`src/rtl/wb_pkg.sv`:
```
// wb_pkg: shared widths and entry layout for the write-back queue.
package wb_pkg;

    localparam int REG_IDX_W = 5;
    localparam int XLEN      = 32;

    // One pending register-file write as it sits in the queue.
    typedef struct packed {
        logic [4:0]      rd;
        logic [XLEN-1:0] data;
    } wb_entry_t;

endpackage

```
`src/rtl/wb_fifo.sv`:
```
// wb_fifo: in-order storage for pending writes. It holds the entry array,
// the head and tail pointers and the occupancy count. The full entry array
// is exported so that the parent can run its bypass search over it.
module wb_fifo
    import wb_pkg::*;
#(
    parameter int DEPTH = 4,
    parameter int W     = REG_IDX_W + XLEN
) (
    input  logic                         clk,
    input  logic                         rst_n,
    input  logic                         push,
    input  logic                         pop,
    input  logic [W-1:0]                 wdata,
    output logic [DEPTH-1:0][W-1:0]      entries,
    output logic [$clog2(DEPTH)-1:0]     head,
    output logic [$clog2(DEPTH):0]       count,
    output logic                         full,
    output logic                         empty
);

    localparam int PTR_W = $clog2(DEPTH);

    logic [PTR_W-1:0] tail;

    assign full  = (count == (PTR_W+1)'(DEPTH));
    assign empty = (count == (PTR_W+1)'(0));

    // Entry storage: write the new result at the tail slot.
    always_ff @(posedge clk or negedge rst_n) begin
        if (!rst_n) begin
            entries <= '0;
        end else if (push) begin
            entries[tail] <= wdata;
        end else begin
            entries <= entries;
        end
    end

    // Pointers wrap naturally at DEPTH; the count tracks push minus pop.
    always_ff @(posedge clk or negedge rst_n) begin
        if (!rst_n) begin
            head  <= '0;
            tail  <= '0;
            count <= '0;
        end else begin
            if (push) begin
                tail <= tail + PTR_W'(1);
            end else begin
                tail <= tail;
            end
            if (pop) begin
                head <= head + PTR_W'(1);
            end else begin
                head <= head;
            end
            case ({push, pop})
                2'b10:   count <= count + (PTR_W+1)'(1);
                2'b01:   count <= count - (PTR_W+1)'(1);
                default: count <= count;
            endcase
        end
    end

endmodule

```
`src/rtl/wb_queue.sv`:
```
// wb_queue: write-back queue and sole writer of the register file.
// Results are accepted through a valid/ready handshake, buffered in order
// and retired one per cycle onto the registered write port. Writes to x0
// complete the handshake but are dropped.
// Optional feature macro: WB_FWD_EN compiles in the bypass lookup; when it
// is undefined the rs*_hit / rs*_fwd_data outputs are tied to zero.
module wb_queue
    import wb_pkg::*;
#(
    parameter int DEPTH = 4,
    parameter int XLEN  = wb_pkg::XLEN
) (
    input  logic                 clk,
    input  logic                 rst_n,
    input  logic                 in_valid,
    output logic                 in_ready,
    input  logic [4:0]           in_rd,
    input  logic [XLEN-1:0]      in_data,
    output logic                 wb_en,
    output logic [4:0]           rd_index,
    output logic [XLEN-1:0]      wb_data,
    input  logic [4:0]           rs1_index,
    input  logic [4:0]           rs2_index,
    output logic                 rs1_hit,
    output logic                 rs2_hit,
    output logic [XLEN-1:0]      rs1_fwd_data,
    output logic [XLEN-1:0]      rs2_fwd_data
);

    localparam int PTR_W   = $clog2(DEPTH);
    localparam int ENTRY_W = REG_IDX_W + XLEN;

    logic [DEPTH-1:0][ENTRY_W-1:0] entries_s;
    logic [PTR_W-1:0]              head_s;
    logic [PTR_W:0]                count_s;
    logic                          full_s;
    logic                          empty_s;
    logic                          push_s;
    logic                          pop_s;
    logic [ENTRY_W-1:0]            head_entry_s;

    // A handshake with rd == 0 is consumed without being stored.
    assign in_ready     = !full_s;
    assign push_s       = in_valid && in_ready && (in_rd != 5'd0);
    assign pop_s        = !empty_s;
    assign head_entry_s = entries_s[head_s];

    wb_fifo #(
        .DEPTH (DEPTH),
        .W     (ENTRY_W)
    ) u_fifo (
        .clk     (clk),
        .rst_n   (rst_n),
        .push    (push_s),
        .pop     (pop_s),
        .wdata   ({in_rd, in_data}),
        .entries (entries_s),
        .head    (head_s),
        .count   (count_s),
        .full    (full_s),
        .empty   (empty_s)
    );

    // Register-file write port: retire the head whenever the queue is not
    // empty; index and data hold their last value while idle.
    always_ff @(posedge clk or negedge rst_n) begin
        if (!rst_n) begin
            wb_en    <= 1'b0;
            rd_index <= 5'd0;
            wb_data  <= '0;
        end else if (pop_s) begin
            wb_en    <= 1'b1;
            rd_index <= head_entry_s[ENTRY_W-1 -: REG_IDX_W];
            wb_data  <= head_entry_s[XLEN-1:0];
        end else begin
            wb_en    <= 1'b0;
            rd_index <= rd_index;
            wb_data  <= wb_data;
        end
    end

`ifdef WB_FWD_EN
    // Bypass search for one index. The output register is the oldest
    // candidate, then queue slots from head (oldest) to tail (youngest);
    // later matches overwrite earlier ones so the youngest value wins.
    function automatic logic [XLEN:0] lookup(
        input logic [4:0]                    idx,
        input logic [DEPTH-1:0][ENTRY_W-1:0] ents,
        input logic [PTR_W-1:0]              hd,
        input logic [PTR_W:0]                cnt,
        input logic                          out_en,
        input logic [4:0]                    out_rd,
        input logic [XLEN-1:0]               out_data
    );
        logic [XLEN:0]    res;
        logic [PTR_W-1:0] slot;
        res  = '0;
        slot = '0;
        if (idx != 5'd0) begin
            if (out_en && (out_rd == idx)) begin
                res = {1'b1, out_data};
            end else begin
                res = '0;
            end
            for (int i = 0; i < DEPTH; i++) begin
                slot = hd + PTR_W'(i);
                if (((PTR_W+1)'(i) < cnt) &&
                    (ents[slot][ENTRY_W-1 -: REG_IDX_W] == idx)) begin
                    res = {1'b1, ents[slot][XLEN-1:0]};
                end else begin
                    res = res;
                end
            end
        end else begin
            res = '0;
        end
        return res;
    endfunction

    // Bypass outputs for both read ports.
    always_comb begin
        {rs1_hit, rs1_fwd_data} = lookup(rs1_index, entries_s, head_s, count_s,
                                         wb_en, rd_index, wb_data);
        {rs2_hit, rs2_fwd_data} = lookup(rs2_index, entries_s, head_s, count_s,
                                         wb_en, rd_index, wb_data);
    end
`else
    logic unused_fwd_s;

    assign unused_fwd_s = ^{rs1_index, rs2_index, count_s};

    // Bypass compiled out: the lookup outputs are constant zero.
    always_comb begin
        rs1_hit      = 1'b0;
        rs2_hit      = 1'b0;
        rs1_fwd_data = '0;
        rs2_fwd_data = '0;
    end
`endif

endmodule
```
`config.mk`:
```
export PLATFORM = sky130hd
export DESIGN_NAME = wb_queue
export DESIGN_NICKNAME = d
export VERILOG_FILES = /design/src/rtl/wb_pkg.sv /design/src/rtl/wb_fifo.sv /design/src/rtl/wb_queue.sv
export SDC_FILE = /design/constraint.sdc
export NUM_CORES = 1
export LEC_CHECK = 0
export CAP_MARGIN = 20
export CORE_MARGIN = 8
export CORE_UTILIZATION = 40
export CTS_CLUSTER_DIAMETER = 200
export CTS_CLUSTER_SIZE = 8
export DETAILED_ROUTE_END_ITERATION = 8
export GPL_ROUTABILITY_DRIVEN = 0
export GPL_TIMING_DRIVEN = 0
export HOLD_SLACK_MARGIN = 0.1
export PLACE_DENSITY_LB_ADDON = 0.2
export SLEW_MARGIN = 20
export SYNTH_ARGS = -nofsm -noshare
export SYNTH_HDL_FRONTEND = slang
export SYNTH_SLANG_ARGS = --single-unit
export TNS_END_PERCENT = 5
```
`constraint.sdc`:
```
create_clock -name clk -period 2.8 [get_ports clk]
set_input_delay 0.56 -clock clk [delete_from_list [all_inputs] [get_ports clk]]
set_output_delay 0.56 -clock clk [all_outputs]
set_load 0.05 [all_outputs]
```
==> results of run 1 <==
-- cell families after synthesis --
group	after synthesis
AO/OA/AOI/OAI	5
XOR/XNOR	6
adder cells (fa/ha/maj)	6
buffers and inverters	96
flip-flops	193
multiplexers	224
other	1
AND/OR/NAND/NOR	9
-- per-layer routing --
metal / up-vias / wire, um / GRT usage [%]
met5: - / 0 / 0
met4: 0 / 96 / 3.51
met1: 2457 / 7630 / 17.1
li1: 2147 / - / -
met3: 10 / 1070 / 3.96
met2: 109 / 9150 / 23.6
-- state kept, by name, summed over array words and instances (netlist names) --
name / count
u_fifo.head: 2
rd_index: 5
u_fifo.tail: 2
u_fifo.entries: 148
wb_data: 32
u_fifo.count: 3
wb_en: 1
-- per-stage QoR --
stage | TNS (ns) | setup slack [ns] | power, mW
2_1_floorplan | 0 | 0.590 | 9.60
3_3_place_gp | -1289.60 | -6.52 | 11.0
3_5_place_dp | -11.43 | -0.240 | 11.4
4_1_cts | 0 | 0.00421 | 13.6
5_1_grt | 0 | 0.0195 | 14.2
6_report | 0 | 0.183 | 13.4
-- how the worst max path moves through the flow --
| stage | startpoint | endpoint | slack, ns | depth (start not counted) |
|---|---|---|---|---|
| 5_1_grt | u_fifo.count[0]$_DFFE_PN0P_ | u_fifo.count[2]$_DFFE_PN0P_ | 0.02 | 8 |
| 6_report | u_fifo.count[0]$_DFFE_PN0P_ | u_fifo.count[2]$_DFFE_PN0P_ | 0.18 | 8 |
| 3_3_place_gp | rst_n | u_fifo.entries[21]$_DFFE_PN0P_ | -6.52 | 1 |
| 3_5_place_dp | in_rd[0] | u_fifo.count[1]$_DFFE_PN0P_ | -0.24 | 6 |
| 2_1_floorplan | u_fifo.count[0]$_DFFE_PN0P_ | u_fifo.count[2]$_DFFE_PN0P_ | 0.59 | 8 |
| 4_1_cts | u_fifo.count[1]$_DFFE_PN0P_ | in_ready | 0.004 | 3 |
-- final cells by class --
type                    count  area (um^2)
fillers                  1830        10900
multi-input cells         316         3470
flip-flops and latches    193         4830
repair buffers             84          877
inverters                   5         18.8
well taps                 280          350
plain buffers              91          683
clock buffers              20          437
clock inverters            11         83.8
-- cells in the final DEF, fill, tap and decap left out, types with 5 or more instances in the layout --
cell type / count
dfrtp_1: 193
mux2_2: 187
clkdlybuf4s50_1: 77
buf_4: 68
conb_1: 66
mux4_2: 37
clkbuf_16: 17
buf_6: 13
clkbuf_1: 10
nand2_1: 5
ha_1: 5
-- power by group through the flow --
| stage | logic (mW) | registers [mW] | clock network, mW |
|---|---|---|---|
| floorplan | 3.81 | 5.79 | 0 |
| global placement | 6.10 | 4.94 | 0 |
| detailed placement | 6.31 | 5.05 | 0 |
| CTS | 6.32 | 5.01 | 2.25 |
| global route | 6.65 | 5.20 | 2.36 |
| finish | 6.21 | 4.99 | 2.18 |
-- timing repair --
item	4_1_cts	5_1_grt
endpoints found under the setup margin	1	1
hold buffers	1	0
endpoints found under the hold margin	37	0
gates resized for setup	1	0
pin swaps	1	1
buffers inserted	0	2
==> flow_summary.toml, run 1 <==
[clocking]
max-clock-path-buffers = 2
cts_inserted_buffers = 17
cts.sinks = 193
cts.clk_slew.worst_paths_ns = 0.06
root_buffer = "clkbuf_16"
cts-htree-levels = 4
insertion_delay_ns = 0.43
cts_tree = "yes"

[routing]
firstDrtPassIters = 6
wl_mm = 17.9
dr.first_iter.drc_count = 151
drt-vias-per-instance = 4.72
ant_nets = 0
drt-wirelength-per-cell_um = 17.9
num_vias = 4723
remaining_drc_errors = 0

[logic_synthesis]
synthSimpleGateAreaFrac_pct = 0.716
synth_top_family_by_area = "multiplexers"
yosysUniqueCellTypes = 22
synth_flop_cell = "dfrtp_1"
synth_fa_ha_area_share_pct = 0.946
synth_top_area_share_pct = 55.3
synthTopCellsByArea = "dfrtp_1 (55%), mux2_2 (24%), mux4_2 (9.5%), buf_4 (5.7%), buf_6 (1.5%)"
avgSynthCellArea_um2 = 16.2
ys_ff_latch = 193
synth_xor_area_share_pct = 0.602
synth_compound_area_share_pct = 0.688
yosysTopAreaCell = "dfrtp_1"
synthArstFlopShare_pct = 100
syn_inst = 540
syn-cell-area_um2 = 8730
synth.most_common_cell = "dfrtp_1"
yosysWarnings = 0
muxShareOfSynthArea_pct = 33.7
synth_edf_count = 0
ys_seq_area_share_pct = 55.3
yosys-top-cells-count = "dfrtp_1 (193), mux2_2 (187), buf_4 (66)"

[outcome]
outcome = "finished, final reports clean"

[power]
ir_drop_mv = 0.632
p_switching_mw = 4.71
p_leak_nw = 4.64
powerDensity_nw_per_um2 = 1240
clkPwrFrac_pct = 16.3
p_int_mw = 8.67
p_sw_share_pct = 35.2
p_seq_share_pct = 37.3
combPwrFrac_pct = 46.4

[sta]
whs_ns = 0.501
fmax_mhz = 382
final_hold_viol_count = 0
fin_crit_ns = 2.62
fin_crit_sh_pct = 93.5
max_slew_margin_pct = 38.7
finalSetupViolCount = 0
finClkSkew_ns = 0.0113
tightest_slew_ns = 0.919
slew_violations = 0
grt_setup_unrepaired = "false"

[min_path]
holdPathStages = 1
min_to = "u_fifo.entries[90]$_DFFE_PN0P_"
hold_class = "reg2reg"
hold_start = "u_fifo.entries[90]$_DFFE_PN0P_"

[worst_setup_path]
cp_max_fo = 11
r2r_start = "u_fifo.count[0]$_DFFE_PN0P_"
criticalPathCategory = "reg2reg"
cp-start-kind = "register"
crit_slowest_cell = "dfrtp_1"
regToRegSetupSlack_ns = 0.18
crit_arrival_ns = 2.95
worstPathRequired_ns = 3.14
max_stage_delay_ns = 0.46
rr_endpoint = "u_fifo.count[2]$_DFFE_PN0P_"
critPathBufInv = 2
path_cells = "or3_1, clkbuf_1, buf_1, ha_1, fa_1, xnor2_1, nor2_1, xor2_1"
ff2ff_path_depth = 8
crit_family = "adder cells"
cp-end-kind = "register"

[finish]
diodes = 0
utilization_pct = 49.7
fin_cells = 1000
final_layout_size_suffix_gt1_share_pct = 48.1
layout.nets = 764
syn_to_final_growth_pct = 23.1
design_area_um2 = 10800

[die]
num_io_pins = 155
dieWidth_um = 164
start_util_pct = 40.4
core_um2 = 21600
rows = 54
die_area_um2 = 26800
dieHeight_um = 164

[place]
portBuffers = 78
dp_hpwl_mm = 12.6
place_area_um2 = 10200
placed_cells = 966

[grt]
grt_pass1_vias = 5226
grtUsageTotal_pct = 13.9
antenna_found_initial = 0
grt_pass1_wl_mm = 28.9
grt_start_max_net_pins = 82
overflow = 0

[job]
maxCapViolCount = 0
(Power assumes the default switching activity.)
==> inputs of run 2 (changes only) <==
PLACE_DENSITY = 0.6   (was unset)
PLACE_DENSITY_LB_ADDON = unset   (was 0.2)
==> run 2 against run 1 <==
  * Sequential share of layout area is 0.26 points lower
  * Die area is the same
  * Global-route usage up 0.088 points
  * Sequential cell count stayed put
  * Clock skew is 0.0032 ns higher
  * First-iteration DRC count is 9.9% lower
  * Hold slack improved by 0.0019 ns
  * Critical path type is now in2reg
==> flow_summary.toml, run 2 (synthesis gave the netlist of run 1 again) <==
[outcome]
outcome = "finished, final reports clean"

[grt]
grt_use_met1_pct = 17.9
gr-max-usage-layer = "met2"
overflow = 0
met2_usage_pct = 23.2
grt_start_max_net_pins = 89
grt_pass1_vias = 5138
grt_pass1_wl_mm = 28.9
grtUsageTotal_pct = 14.0
grt_use_met3_pct = 3.88
antenna_found_initial = 0

[die]
num_io_pins = 155
dieWidth_um = 164
rows = 54
start_util_pct = 40.4
die_area_um2 = 26800
core_um2 = 21600
dieHeight_um = 164

[worst_setup_path]
rr_endpoint = "u_fifo.count[2]$_DFFE_PN0P_"
cp-start-kind = "input pin"
path_cells = "clkdlybuf4s50_1, nor4_4, a211o_2, ha_1, fa_1, mux2_2"
max_stage_delay_ns = 0.68
cp_max_fo = 5
criticalPathCategory = "in2reg"
crit_start = "in_rd[0]"
worstPathRequired_ns = 3.11
cp-end-kind = "register"
r2r_start = "u_fifo.count[0]$_DFFE_PN0P_"
ff2ff_path_depth = 8
regToRegSetupSlack_ns = 0.22
cp-endpoint = "u_fifo.count[1]$_DFFE_PN0P_"
crit_arrival_ns = 2.95
crit_slowest_cell = "nor4_4"

[clocking]
cts-htree-levels = 4
cts_tree = "yes"
cts.sinks = 193
max-clock-path-buffers = 2
insertion_delay_ns = 0.43
root_buffer = "clkbuf_16"
cts.clk_slew.worst_paths_ns = 0.07
cts_inserted_buffers = 17

[place]
pre_cts_slack_ns = -0.344
placed_cells = 965
dp_hpwl_mm = 12.5
portBuffers = 78

[finish]
largestRegisters = "u_fifo.entries: 148 flops, wb_data: 32 flops, rd_index: 5 flops"
largest_register_ffs = 148
layout_common_cells = "dfrtp_1 (193), mux2_2 (187), clkdlybuf4s50_1 (77)"
diodes = 0
utilization_pct = 50.0
final_layout_size_suffix_gt1_share_pct = 48.5
final_common_cell = "dfrtp_1"
layout.nets = 764
largest_register = "u_fifo.entries"
fin_cells = 1001
syn_to_final_growth_pct = 23.9
num-fill-cells = 1823

[routing]
drt-wirelength-per-cell_um = 18.3
dr.first_iter.drc_count = 136
ant_nets = 0
drt-vias-per-instance = 4.70
wl_mm = 18.3
num_vias = 4706
firstDrtPassIters = 5
remaining_drc_errors = 0

[sta]
fin_crit_sh_pct = 94.1
tightest_slew_ns = 0.930
fmax_mhz = 379
final_hold_viol_count = 0
max_slew_margin_pct = 38.0
grt_setup_unrepaired = "false"
fin_tns_setup_ns = 0
fin_crit_ns = 2.64
slew_violations = 0
setup_slack_ns = 0.164
finClkSkew_ns = 0.0145
finalSetupViolCount = 0

[power]
p_leak_nw = 4.68
powerDensity_nw_per_um2 = 1260
ir_drop_mv = 0.710
finalPower_mw = 13.6

[job]
maxCapViolCount = 0

[min_path]
hold_class = "reg2reg"
-- run 2: cell count changes in the layout (fill, tap and decap cells not counted) --
cell and change:
a211oi_2 -1, a211oi_4 +1, buf_4 +1, buf_6 -1
bufinv_16 +1, clkbuf_1 -3, clkbuf_8 +1, clkinvlp_4 -3
inv_6 +3, inv_8 +2
-- run 2: stage by stage --
| step | area, um^2 | hold WS (ns) |
|---|---|---|
| floorplan | 8980 | 0.264 |
| global placement | 10100 | 0.461 |
| detailed placement | 10200 | 0.433 |
| CTS | 10800 | 0.506 |
| global route | 10800 | 0.515 |
| finish | 10800 | 0.503 |
-- run 2: what timing repair did --
| action | 4_1_cts | 5_1_grt |
|---|---|---|
| pin swaps | 0 | 1 |
| setup buffers | 0 | 3 |
| resized for setup | 1 | 0 |
| hold buffers | 1 | 0 |
| endpoints found under the setup margin | 1 | 1 |
| hold endpoints to repair | 28 | 0 |
-- run 2: area by class of cell --
class | instances | area, um^2 | area share, %
Buffer | 91 | 683 | 6.32
Clock buffer | 18 | 439 | 4.06
Clock inverter | 14 | 140 | 1.30
Inverter | 5 | 18.8 | 0.174
Multi-Input combinational cell | 316 | 3480 | 32.2
Sequential cell | 193 | 4830 | 44.7
Tap cell | 280 | 350 | 3.24
Timing Repair Buffer | 84 | 873 | 8.07
-- run 2: routing by layer --
layer / wire length [um] / vias up
li1: - / 2144
met1: 7910 / 2432
met2: 9170 / 119
met3: 1090 / 11
met4: 129 / 0
met5: 0 / -
-- run 2: worst min path at each step --
stage / start / endpoint / slack [ns] / depth (start not counted)
4_1_cts: u_fifo.entries[90]$_DFFE_PN0P_ / u_fifo.entries[90]$_DFFE_PN0P_ / 0.51 / 1
6_report: u_fifo.entries[90]$_DFFE_PN0P_ / u_fifo.entries[90]$_DFFE_PN0P_ / 0.50 / 1
2_1_floorplan: rst_n / rd_index[0]$_DFFE_PN0P_ / 0.26 / 0
3_5_place_dp: rst_n / wb_data[2]$_DFFE_PN0P_ / 0.43 / 1
3_3_place_gp: u_fifo.count[2]$_DFFE_PN0P_ / u_fifo.count[2]$_DFFE_PN0P_ / 0.46 / 1
5_1_grt: u_fifo.entries[90]$_DFFE_PN0P_ / u_fifo.entries[90]$_DFFE_PN0P_ / 0.52 / 1
-- run 2: power breakdown --
part           internal (mW)  switching (mW)  leakage [nW]
Combinational           3.27            2.96          2.11
Clock                   1.28            1.12         0.286
Sequential              4.26           0.726          2.29
Total                   8.81            4.81          4.68
-- run 2: worst max-delay path, delay by kind of cell --
kind | cells | cell delay (ns)
simple gates | 1 | 0.68
compound gates | 1 | 0.30
mux | 1 | 0.26
buf+inv | 1 | 0.52
fa+ha+maj | 2 | 0.63
==> inputs of run 3 (changes only) <==
SYNTH_HIERARCHICAL = 1   (was unset)
==> run 3 against run 2 <==
  * Setup slack got worse by 0.049 ns
  * Clock skew is 0.0048 ns lower
  * Sequential power grew 3%
  * Hold slack got worse by 0.36 ns
  * Non-clock buffer count is 1 higher
  * Sequential share of layout area shrank 3.2 points
  * Die area is 8.5% higher
  * First-iteration DRC count rose by 100%
  * Critical path type unchanged
  * Largest cell class unchanged
  * Largest power group unchanged
==> flow_summary.toml, run 3 <==
[outcome]
outcome = "finished, final reports clean"

[routing]
drt-wirelength-per-cell_um = 18.7
drt-vias-per-instance = 4.74
firstDrtPassIters = 4
remaining_drc_errors = 0
num_vias = 5297
wl_mm = 20.9
ant_nets = 0
dr.first_iter.drc_count = 275

[sta]
fin_tns_setup_ns = 0
max_slew_margin_pct = 41.5
finClkSkew_ns = 0.00972
finalSetupViolCount = 0
grt_setup_unrepaired = "false"
final_hold_viol_count = 0
tightest_slew_ns = 0.878
slew_violations = 0
fmax_mhz = 373
fin_crit_sh_pct = 95.9
fin_crit_ns = 2.68

[finish]
final_layout_size_suffix_gt1_share_pct = 41.5
fin_cells = 1117
diodes = 0
layout.nets = 841
largestRegisters = "u_fifo/entries: 148 flops, wb_data: 32 flops, rd_index: 5 flops"
layout_common_cells = "dfrtp_1 (193), mux2_4 (143), clkdlybuf4s50_1 (76)"
largest_register_ffs = 148
syn_to_final_growth_pct = 21.9
largest_register = "u_fifo/entries"
num-fill-cells = 2008
final_common_cell = "dfrtp_1"

[place]
dp_hpwl_mm = 14.0
placed_cells = 1085
portBuffers = 78

[logic_synthesis]
avgSynthCellArea_um2 = 15.4
synth_flop_cell = "dfrtp_1"
synthTopCellsByArea = "dfrtp_1 (51%), mux2_4 (22%), buf_4 (5.4%), mux2_2 (5.0%), mux2i_1 (4.0%)"
yosysWarnings = 6
synth_edf_count = 0
yosys-top-cells-count = "dfrtp_1 (193), mux2_4 (143), buf_4 (69)"
yosysUniqueCellTypes = 27
syn-cell-area_um2 = 9550
synthArstFlopShare_pct = 100
synth.most_common_cell = "dfrtp_1"
synth_top_area_share_pct = 50.6
syn_inst = 622
ys_ff_latch = 193
ys_seq_area_share_pct = 50.6
yosysTopAreaCell = "dfrtp_1"

[job]
maxCapViolCount = 0

[die]
die_area_um2 = 29100
core_um2 = 23500
rows = 56
start_util_pct = 40.7
dieWidth_um = 171
num_io_pins = 155
dieHeight_um = 171

[clocking]
insertion_delay_ns = 0.43
cts_resized = 0
root_buffer = "clkbuf_16"
cts.clk_slew.worst_paths_ns = 0.07
cts-htree-levels = 4
max-clock-path-buffers = 2
cts_inserted_buffers = 17
cts_tree = "yes"
ctsHoldBuffers = 0
cts_setup_buffers = 0
cts.sinks = 193

[worst_setup_path]
cp-end-kind = "register"
crit_arrival_ns = 3.03
regToRegSetupSlack_ns = 0.33
cp_max_fo = 8
criticalPathCategory = "in2reg"
worstPathRequired_ns = 3.15
cp-start-kind = "input pin"

[power]
combPwrFrac_pct = 49.6
p_seq_share_pct = 33.3
powerDensity_nw_per_um2 = 1320
p_int_mw = 9.82
p_switching_mw = 5.56
clkPwrFrac_pct = 17.1
ir_drop_mv = 0.629
p_leak_nw = 5.72
p_sw_share_pct = 36.1

[grt]
grt_start_max_net_pins = 99
grt_pass1_wl_mm = 33.2
antenna_found_initial = 0
grt_pass1_vias = 5674
grtUsageTotal_pct = 14.7
overflow = 0

[min_path]
hold_class = "in2async"
run 3: worst paths after layout:
path | from | to | depth (start not counted)
worst max-delay path | in_rd[0] | u_fifo/count[2]$_DFFE_PN0P_ | 11
worst min-delay path | rst_n | u_fifo/entries[115]$_DFFE_PN0P_ | 1
worst max register to register | u_fifo/count[0]$_DFFE_PN0P_ | u_fifo/count[2]$_DFFE_PN0P_ | 9
worst min register to register | u_fifo/entries[77]$_DFFE_PN0P_ | u_fifo/entries[77]$_DFFE_PN0P_ | 1
max in group asynchronous | rst_n | wb_en$_DFF_PN0_ | 2
min in group clk | u_fifo/entries[77]$_DFFE_PN0P_ | u_fifo/entries[77]$_DFFE_PN0P_ | 1
run 3: cell type report:
class,count,area (um^2),share of cell area (%)
clock buffer,18,429,3.68
sequential,193,4830,41.5
timing repair buffer,79,816,7.00
inverter,8,30.0,0.258
multi-input combinational,389,4070,35.0
clock inverter,14,206,1.77
tap,319,399,3.43
buffer,97,866,7.43
run 3: power by group through the flow:
stage / registers, mW / clock network [mW] / logic, mW
floorplan: 5.88 / 0 / 5.04
global placement: 5.07 / 0 / 7.53
detailed placement: 5.16 / 0 / 7.67
CTS: 5.13 / 2.69 / 7.71
global route: 5.31 / 2.80 / 8.12
finish: 5.13 / 2.63 / 7.62
run 3: logic make-up after synthesis:
logic type                 synth area share, %
buffers and inverters                     9.38
muxes                                     31.4
DFF                                       50.6
other                                   0.0392
and+or+nand+nor                           2.70
AOI/OAI and AO/OA                         4.52
xor gates and xnor gates                 0.550
adders and majority gates                0.864
run 3: routing by layer:
layer | share of wire [%] | track usage (%)
met3 | 6.3 | 3.48
met2 | 47 | 23.7
met5 | 0 | 0
met4 | 1.4 | 4.65
met1 | 45 | 19.3
run 3: through the flow:
stage	hold slack [ns]	instance area, um^2	total power [mW]	util [%]	worst slack, ns
after global placement	0.475	11000	12.6	46.8	-6.47
after CTS	0.180	11600	15.5	49.6	0.0844
after floorplan	0.264	9800	10.9	-	0.315
final	0.142	11600	15.4	49.6	0.115
after global routing	0.216	11600	16.2	49.6	0.0219
after detailed placement	0.491	11000	12.8	46.9	-0.340
run 3: critical path, cell delays in order:
cell             delay (ns)
clkdlybuf4s50_1        0.50
or3_1                  0.38
o311a_1                0.32
buf_6                  0.18
inv_1                  0.07
ha_1                   0.17
inv_1                  0.06
fa_1                   0.37
xor2_1                 0.15
nor2_1                 0.11
xor2_1                 0.15
